### src/rtl/vect_stream_loader.sv
// Serial element stream to packed N_MAX*WIDTH vector loader (VECT_ZERO_PAD_EN: clear bank on LOAD entry).
// Latency: len_eff+1 cycles from start to out_valid when in_valid is held high; zero bubble between vectors.
// Backpressure: in_ready only in LOAD with en; vector held stable in HOLD until out_ready; en=0 freezes all.
module vect_stream_loader #(
    parameter int N_MAX = 4,
    parameter int WIDTH = 43,
    parameter int LEN_W = 8
) (
    input  logic                   clk,
    input  logic                   rst,
    input  logic                   en,
    input  logic                   start,
    input  logic [LEN_W-1:0]       len,
    output logic                   busy,
    input  logic                   in_valid,
    output logic                   in_ready,
    input  logic [WIDTH-1:0]       in_data,
    output logic                   out_valid,
    input  logic                   out_ready,
    output logic [N_MAX*WIDTH-1:0] vect_out,
    output logic [LEN_W-1:0]       out_len
);

    typedef enum logic [1:0] {
        IDLE = 2'd0,
        LOAD = 2'd1,
        HOLD = 2'd2
    } state_t;

    state_t                       state_q;
    state_t                       state_d;
    logic [LEN_W-1:0]             idx_q;
    logic [LEN_W-1:0]             len_q;
    logic [LEN_W-1:0]             out_len_q;
    logic                         out_valid_q;
    logic [N_MAX-1:0][WIDTH-1:0]  bank_q;

    logic [LEN_W-1:0]             len_eff;
    logic                         accept;
    logic                         last_accept;
    logic                         release_vec;
    logic                         enter_load;

    // Zero or oversize lengths fall back to a full vector.
    assign len_eff = ((len == '0) || (len > LEN_W'(N_MAX))) ? LEN_W'(N_MAX) : len;

    assign in_ready    = (state_q == LOAD) && en;
    assign accept      = in_valid && in_ready;
    assign last_accept = accept && (idx_q == (len_q - LEN_W'(1)));
    assign release_vec = (state_q == HOLD) && out_ready && en;
    assign enter_load  = en && start && ((state_q == IDLE) || release_vec);

    assign busy      = (state_q != IDLE);
    assign out_valid = out_valid_q;
    assign out_len   = out_len_q;
    assign vect_out  = bank_q;

    always_ff @(posedge clk) begin
        if (rst) begin
            state_q <= IDLE;
        end else begin
            state_q <= state_d;
        end
    end

    always_comb begin
        state_d = state_q;
        if (en) begin
            case (state_q)
                IDLE: if (start) state_d = LOAD;
                LOAD: if (last_accept) state_d = HOLD;
                HOLD: if (out_ready) state_d = start ? LOAD : IDLE;
                default: state_d = IDLE;
            endcase
        end
    end

    always_ff @(posedge clk) begin
        if (rst) begin
            idx_q       <= '0;
            len_q       <= '0;
            out_len_q   <= '0;
            out_valid_q <= 1'b0;
            bank_q      <= '0;
        end else if (en) begin
            if (enter_load) begin
                len_q <= len_eff;
                idx_q <= '0;
`ifdef VECT_ZERO_PAD_EN
                bank_q <= '0;
`endif
            end else if (accept) begin
                idx_q <= idx_q + LEN_W'(1);
                for (int i = 0; i < N_MAX; i++) begin
                    if (idx_q == LEN_W'(i)) begin
                        bank_q[i] <= in_data;
                    end
                end
            end

            if (last_accept) begin
                out_len_q   <= len_q;
                out_valid_q <= 1'b1;
            end else if (release_vec) begin
                out_valid_q <= 1'b0;
            end
        end
    end

endmodule

### config.mk
export PLATFORM = sky130hd
export DESIGN_NAME = vect_stream_loader
export DESIGN_NICKNAME = d
export VERILOG_FILES = /design/src/rtl/vect_stream_loader.sv
export SDC_FILE = /design/constraint.sdc
export NUM_CORES = 1
export LEC_CHECK = 0
export CAP_MARGIN = 20
export CORE_MARGIN = 2
export CORE_UTILIZATION = 46
export CTS_CLUSTER_SIZE = 24
export DETAILED_ROUTE_END_ITERATION = 16
export PLACE_DENSITY_LB_ADDON = 0.08
export SLEW_MARGIN = 10
export SYNTH_ARGS = -nofsm -noshare
export SYNTH_HDL_FRONTEND = slang
export SYNTH_SLANG_ARGS = --single-unit
### constraint.sdc
create_clock -name clk -period 2.42 [get_ports clk]
set_clock_uncertainty 0.15 [all_clocks]
set_input_delay 0.726 -clock clk [delete_from_list [all_inputs] [get_ports clk]]
set_output_delay 0.726 -clock clk [all_outputs]
set_load 0.05 [all_outputs]
==> impl_metrics.tcl <==
set metrics [dict create \
    run_status "completed" \
    dominantRegCellSynth "sky130_fd_sc_hd__dfxtp_1" \
    post_route_cells_drive_above_1_share_pct 11.48 \
    final.hold.worst_slack_ps 299.9 \
    tritoncts "yes" \
    diodes 0 \
    starting_density_pct 46.68 \
    totalPowerFinal_w 0.006826 \
    grt_max_degree 86 \
    area_growth_pct 43.23 \
    setup_repair_after_global_routing_missed_its_margin "false" \
    cts.path.max_buffers 2 \
    io_buffers 239 \
    antenna_found_initial 0 \
    synth_enable_flop_cells 0 \
    grt-ovfl-total 0 \
    r2r_setup_slk_ps 160 \
    mostFrequentLayoutCells "sky130_fd_sc_hd__nand2_1, sky130_fd_sc_hd__dfxtp_1, sky130_fd_sc_hd__a21oi_1, sky130_fd_sc_hd__dlygate4sd2_1, sky130_fd_sc_hd__buf_4" \
    detailedRoute.firstPassIterationCount 7 \
    pwr_density_cell_nw_per_um2 649.7 \
    fmax_mhz 429.8 \
    row_count 46 \
    synth_seq_cells 199 \
    critical-path-top-delay-family "buffers and inverters" \
    async_flop_share_pct 0 \
    path_clk_slew_ps 70 \
    most_common_cell_after_layout_fill_and_taps_aside "sky130_fd_sc_hd__nand2_1" \
    first_global_vias 6402 \
    setup_viol 0 \
    fillCellCount 1425 \
    synth.distinct_cells 40 \
    vias_per_std_cell 5.022 \
    place.gp.congestion 0.8268 \
    worstSetupStartpoint "en" \
    tritoncts_buffers 17 \
    peakVddDrop_mv 0.4575 \
    worst_hold_startpoint "vect_out[168]" \
    wl_per_cell_um 15.66 \
    endpoint_kind "output pin" \
    synthesis.yosys.warnings 0 \
    final-max-slew-violation-count 0 \
    setup_total_negative_slack_ps 0 \
    final_period_minus_worst_setup_slack_ps 2326 \
    global_route_wire_length_before_repair_mm 33.26 \
    cp-start-kind "input pin" \
    dieHeight_um 130.3 \
    cts.sinks 199 \
    critical_path_buf_inv_count 3 \
    slowest_delay_ps 240 \
    worst-slew-pin-transition_ps 544.8 \
    clock_insertion_delay_worst_skew_ps 420 \
    hold_class "register to register" \
    layout.nets 1199 \
    die_width_um 130.3 \
    maxSlewHeadroom_pct 63.83 \
    track_usage_pct 25.04 \
    critical_path_cell_by_cell "clkdlybuf4s15_1, inv_1, nor3b_2, buf_12" \
    cp_slowest_cell "sky130_fd_sc_hd__nor3b_2" \
    post_synth.cell_area_avg_um2 8.016 \
    drt_iter0_markers 421 \
    reported_max_cap_violation_count 0 \
    synth_instances 915 \
    placedInstanceArea_um2 10010 \
    final_min_period_over_clock_period_pct 96.14 \
    cp_data_required_time_ps 1540 \
    cts.hold.buffers_added 0 \
    worst-path-max-fanout 5 \
    ioPinCount 240 \
    ys_seq_area_share_pct 54.32 \
    synthesis.nets 977 \
    static-leakage-power_nw 4.349 \
    detail_placement_hpwl_mm 14.44 \
    drc_errors 0 \
    core_um2 15710 \
    cts.root.buffer_cell "sky130_fd_sc_hd__clkbuf_16" \
    final_antenna_net_count 0 \
    floorplan.die_area_um2 16970 \
    via_count 6860 \
    crit-reg2reg-launch "len_q[0]" \
    worst_ep_arrival_time_ps 1450 \
    detail_route.wirelength_mm 21.39 \
    post_synth_instance_area_um2 7335 \
    hold_viol 0 \
    stdcell_area_um2 10510 \
    type_of_the_worst_setup_path "input pin to output pin" \
    cts_htree_levels 4 \
]
==> cell usage after synthesis, drive strengths merged, types with 2 or more instances <==
cell | n | area share [%]
a22oi | 2 | 0.20
a311oi | 2 | 0.32
a21oi | 178 | 12
mux2i | 9 | 1.2
nand2b | 18 | 1.5
nor3b | 2 | 0.36
inv | 6 | 0.31
nor3 | 4 | 0.27
o2111ai | 4 | 0.48
nor2 | 13 | 0.67
nor4 | 2 | 0.17
xor2 | 7 | 0.84
o21ai | 4 | 0.27
nand3 | 3 | 0.20
xnor2 | 8 | 0.96
and2 | 9 | 0.77
or3 | 4 | 0.36
or2 | 2 | 0.17
clkbuf | 41 | 2.1
and3 | 3 | 0.26
ha | 5 | 0.85
dfxtp | 199 | 54
nand2 | 354 | 18
buf | 23 | 1.7
or3b | 3 | 0.39
==> worst paths after layout <==
kind / end / depth (start not counted)
worst max-delay path: in_ready / 4
worst min-delay path: vect_out[168] / 2
worst max register to register: out_len[4] / 8
worst min register to register: vect_out[168] / 2
==> flip-flops by register name, indices dropped and copies added, names as in the netlist <==
name       count
state_q        2
out_len        8
len_q          8
out_valid      1
vect_out     172
idx_q          8
==> cell families (layout without fill, tap and decap cells) <==
group,after synthesis,count (layout),synth area share [%]
AND/OR/NAND/NOR,423,423,23.90
flip-flops,199,199,54.32
AO/OA/AOI/OAI,194,194,13.85
buffers and inverters,70,305,4.060
XOR/XNOR,15,15,1.791
multiplexers,9,9,1.228
adder cells (fa/ha/maj),5,5,0.8530
==> worst register-to-register path: cells and delay by family, from the launching register on <==
kind	cells	cell delay, ps
simple gates	2	650
compound gates	1	310
fa+ha+maj	1	200
buf+inv	2	270
mux	2	310
flops	1	310
==> layout make-up <==
type                            instances  area (um^2)  share of cell area [%]
Sequential cell                       199         3984                   37.92
Clock buffer                           21        460.4                   4.383
Timing Repair Buffer                  267         2496                   23.76
Inverter                                6        22.52                  0.2144
Clock inverter                         11        191.4                   1.822
Multi-Input combinational cell        646         3080                   29.32
Tap cell                              216        270.3                   2.573
==> metal layers <==
metal | track usage, % | wire length, um | up-vias
li1 | - | - | 3411
met1 | 32.11 | 9193 | 3208
met2 | 40.47 | 10080 | 211
met3 | 7.298 | 1662 | 30
met4 | 8.855 | 448 | 0
met5 | 0 | 0 | -
==> where the power goes <==
group	internal (W)	switching (W)
Combinational	0.000162	0.000232
Sequential	0.00329	0.0000155
Clock	0.00190	0.00123
==> per-stage QoR <==
step | std cells | util, % | setup slack (ps)
global route | 1366 | 66.86 | 12.30
floorplan | 915 | - | 123.0
global placement | 1334 | 63.70 | -203.9
finish | 1366 | 66.86 | 93.50
detailed placement | 1334 | 63.70 | -243.8
CTS | 1366 | 66.80 | 35.79
==> repair_timing <==
action | 4_1_cts | 5_1_grt
pin swaps | 1 | 2
cloned | 0 | 0
gates resized for setup | 131 | 3
buffers inserted | 0 | 0
endpoints found under the setup margin | 131 | 3
No activity file was read; power rests on OpenSTA's default activity.
==> edit: new RTL, same flow settings <==
Change the parameter `WIDTH` from 43 to 39.
--- a/src/rtl/vect_stream_loader.sv
+++ b/src/rtl/vect_stream_loader.sv
@@ -3,7 +3,7 @@
 // Backpressure: in_ready only in LOAD with en; vector held stable in HOLD until out_ready; en=0 freezes all.
 module vect_stream_loader #(
     parameter int N_MAX = 4,
-    parameter int WIDTH = 43,
+    parameter int WIDTH = 39,
     parameter int LEN_W = 8
 ) (
     input  logic                   clk,
Ports: changed (resized in_data and vect_out); port bits go from 240 to 220. The function was not compared with the original's and may differ.
==> edit against the original RTL <==
Synthesized area fell by 8.0%. Setup slack got worse by 48 ps. Routed wire length shrank 10%. Utilization grew 0.30 points. Power shrank 11%. Largest cell class unchanged. Sequential cell count down 16. Die area fell by 7.7%. Final area is 7.8% lower. Highest routed layer unchanged.
==> edit: results (changes against the original RTL) <==
| Result | Value | vs unedited |
|---|---|---|
| Detailed route wirelength on metal3 | 1010 um | -39% |
| Via count of the first global-routing pass | 6025 | -5.9% |
| Worst IR drop on VDD | 0.4345 mV | -5.0% |
| Most frequent cells after synthesis | nand2_1 (320), dfxtp_1 (183), a21oi_1 (160) |  |
| Multiplexer share of the synthesized area | 1.187% | -0.042 points |
| Count of non-CTS buffers in the layout | 253 | -5.2% |
| Post-route worst hold slack | 294.6 ps | -5.326 ps |
| Cell with the biggest individual delay on the critical path | or4_4 |  |
| Total Nets Final | 1108 | -7.6% |
| Fraction of final layout cells sized beyond drive strength 1 | 11.21% | -0.27 points |
| Fraction of the mapped netlist area in compound gates | 13.77% | -0.077 points |
| Fraction of area in clock buffers and inverters | 6.187% | -0.018 points |
| Global-route wire length before repair | 30890 um | -7.1% |
| Biggest fanout along the worst timing path | 5 | unchanged |
| Global-route usage over all layers | 24.50% | -0.55 points |
| Metal1 wirelength | 8366 um | -9.0% |
| Type of the tightest min-delay check | flop to flop |  |
| Clock root buffer | clkbuf_16 |  |
| Non-clock buffering overhead in the final layout | 24.35% | +0.59 points |
| Yosys reg bits | 183 | -8.0% |
| CP top delay family | simple AND/OR/NAND/NOR gates |  |
| Crit path largest cell delay | 520 ps | +280 ps |
| Non-clock inverter instance count of the final layout | 5 | -1 |
| Top cells by area, synth | dfxtp_1 (54%), nand2_1 (18%), a21oi_1 (12%), clkbuf_1 (2.0%), nor2_1 (1.4%) |  |
| WL per Instance | 15.39 um | -1.7% |
| Global placement routability congestion | 0.8431 | +2.0% |
| Global routing met3 resource utilization | 4.707% | -2.6 points |
| TritonRoute pass-1 iters | 5 | -2 |
| Hold wc startpoint | vect_out[3] |  |
| Post-Synthesis Net Count | 895 | -8.4% |
| Area occupied by multi-input gates | 0.002814 mm2 | -8.7% |
| Share of synthesized area occupied by flip-flops and latches | 54.28% | about the same |
| Sequential standard cell area | 0.003666 mm2 | -8.0% |
| DRT iter0 DRCs | 513 | +22% |
| Reg power frac | 49.7% | +1.2 points |
| Flip-flop count of the largest register after layout | 156 | -9.3% |
| Async set or reset register ratio after synthesis | 0% | unchanged |
| Power in the clock group | 2.77 mW | -11% |
| Synthesized-area fraction occupied by xor and xnor cells | 2.466% | +0.67 points |
| Via/cell ratio | 5.006 | -0.33% |
| Hpwl dp | 13080 um | -9.4% |
| Setup slack, reg-to-reg | 50 ps | -110 ps |
| Type of the worst setup path | flop to flop |  |
| Core outline area | 0.01442 mm2 | -8.2% |
| End of the worst hold path | vect_out[3] |  |
| Met2 wirelength from detailed routing | 9394 um | -6.8% |
| Pin count of the biggest net entering global routing | 66 | -23% |
| Result of the run | finished clean |  |
| Leakage component of the power | 4.067 nW | -6.5% |
| Number of buffers inserted by port buffering | 219 | -8.4% |
| Routing usage on met1 | 30.88% | -1.2 points |
| Filler cells | 1287 | -9.7% |
| Adder-Cell Fraction of Synth Area | 0.9270% | +0.074 points |
| Switching power | 1.317 mW | -11% |
edit: cell types whose count changed after synthesis, moves of 4 or more:
| cell | unedited run | this run |
|---|---|---|
| buf_1 | 0 | 4 |
| nand2b_1 | 18 | 4 |
| buf_2 | 22 | 12 |
| dfxtp_1 | 199 | 183 |
| clkbuf_1 | 41 | 36 |
| a21oi_1 | 178 | 160 |
| nor2_1 | 13 | 26 |
| nand2_1 | 354 | 320 |
edit: stage by stage:
| step | std cells | setup WS (ps) | instance area (um2) | TNS (ps) |
|---|---|---|---|---|
| after detailed placement | 1212 | -475.8 | 9179 | -53260 |
| after floorplan | 837 | -21.83 | 6764 | -152.8 |
| after global routing | 1246 | -50.37 | 9687 | -201.0 |
| after CTS | 1244 | 12.11 | 9632 | 0 |
| after global placement | 1212 | -427.7 | 9179 | -48210 |
| final | 1246 | 45.49 | 9687 | 0 |
edit: repair_timing:
item | CTS | global route
buffers inserted | 1 | 1
gates resized for setup | 130 | 8
pin swaps | 1 | 8
cloned | 0 | 1
endpoints found under the setup margin | 136 | 29
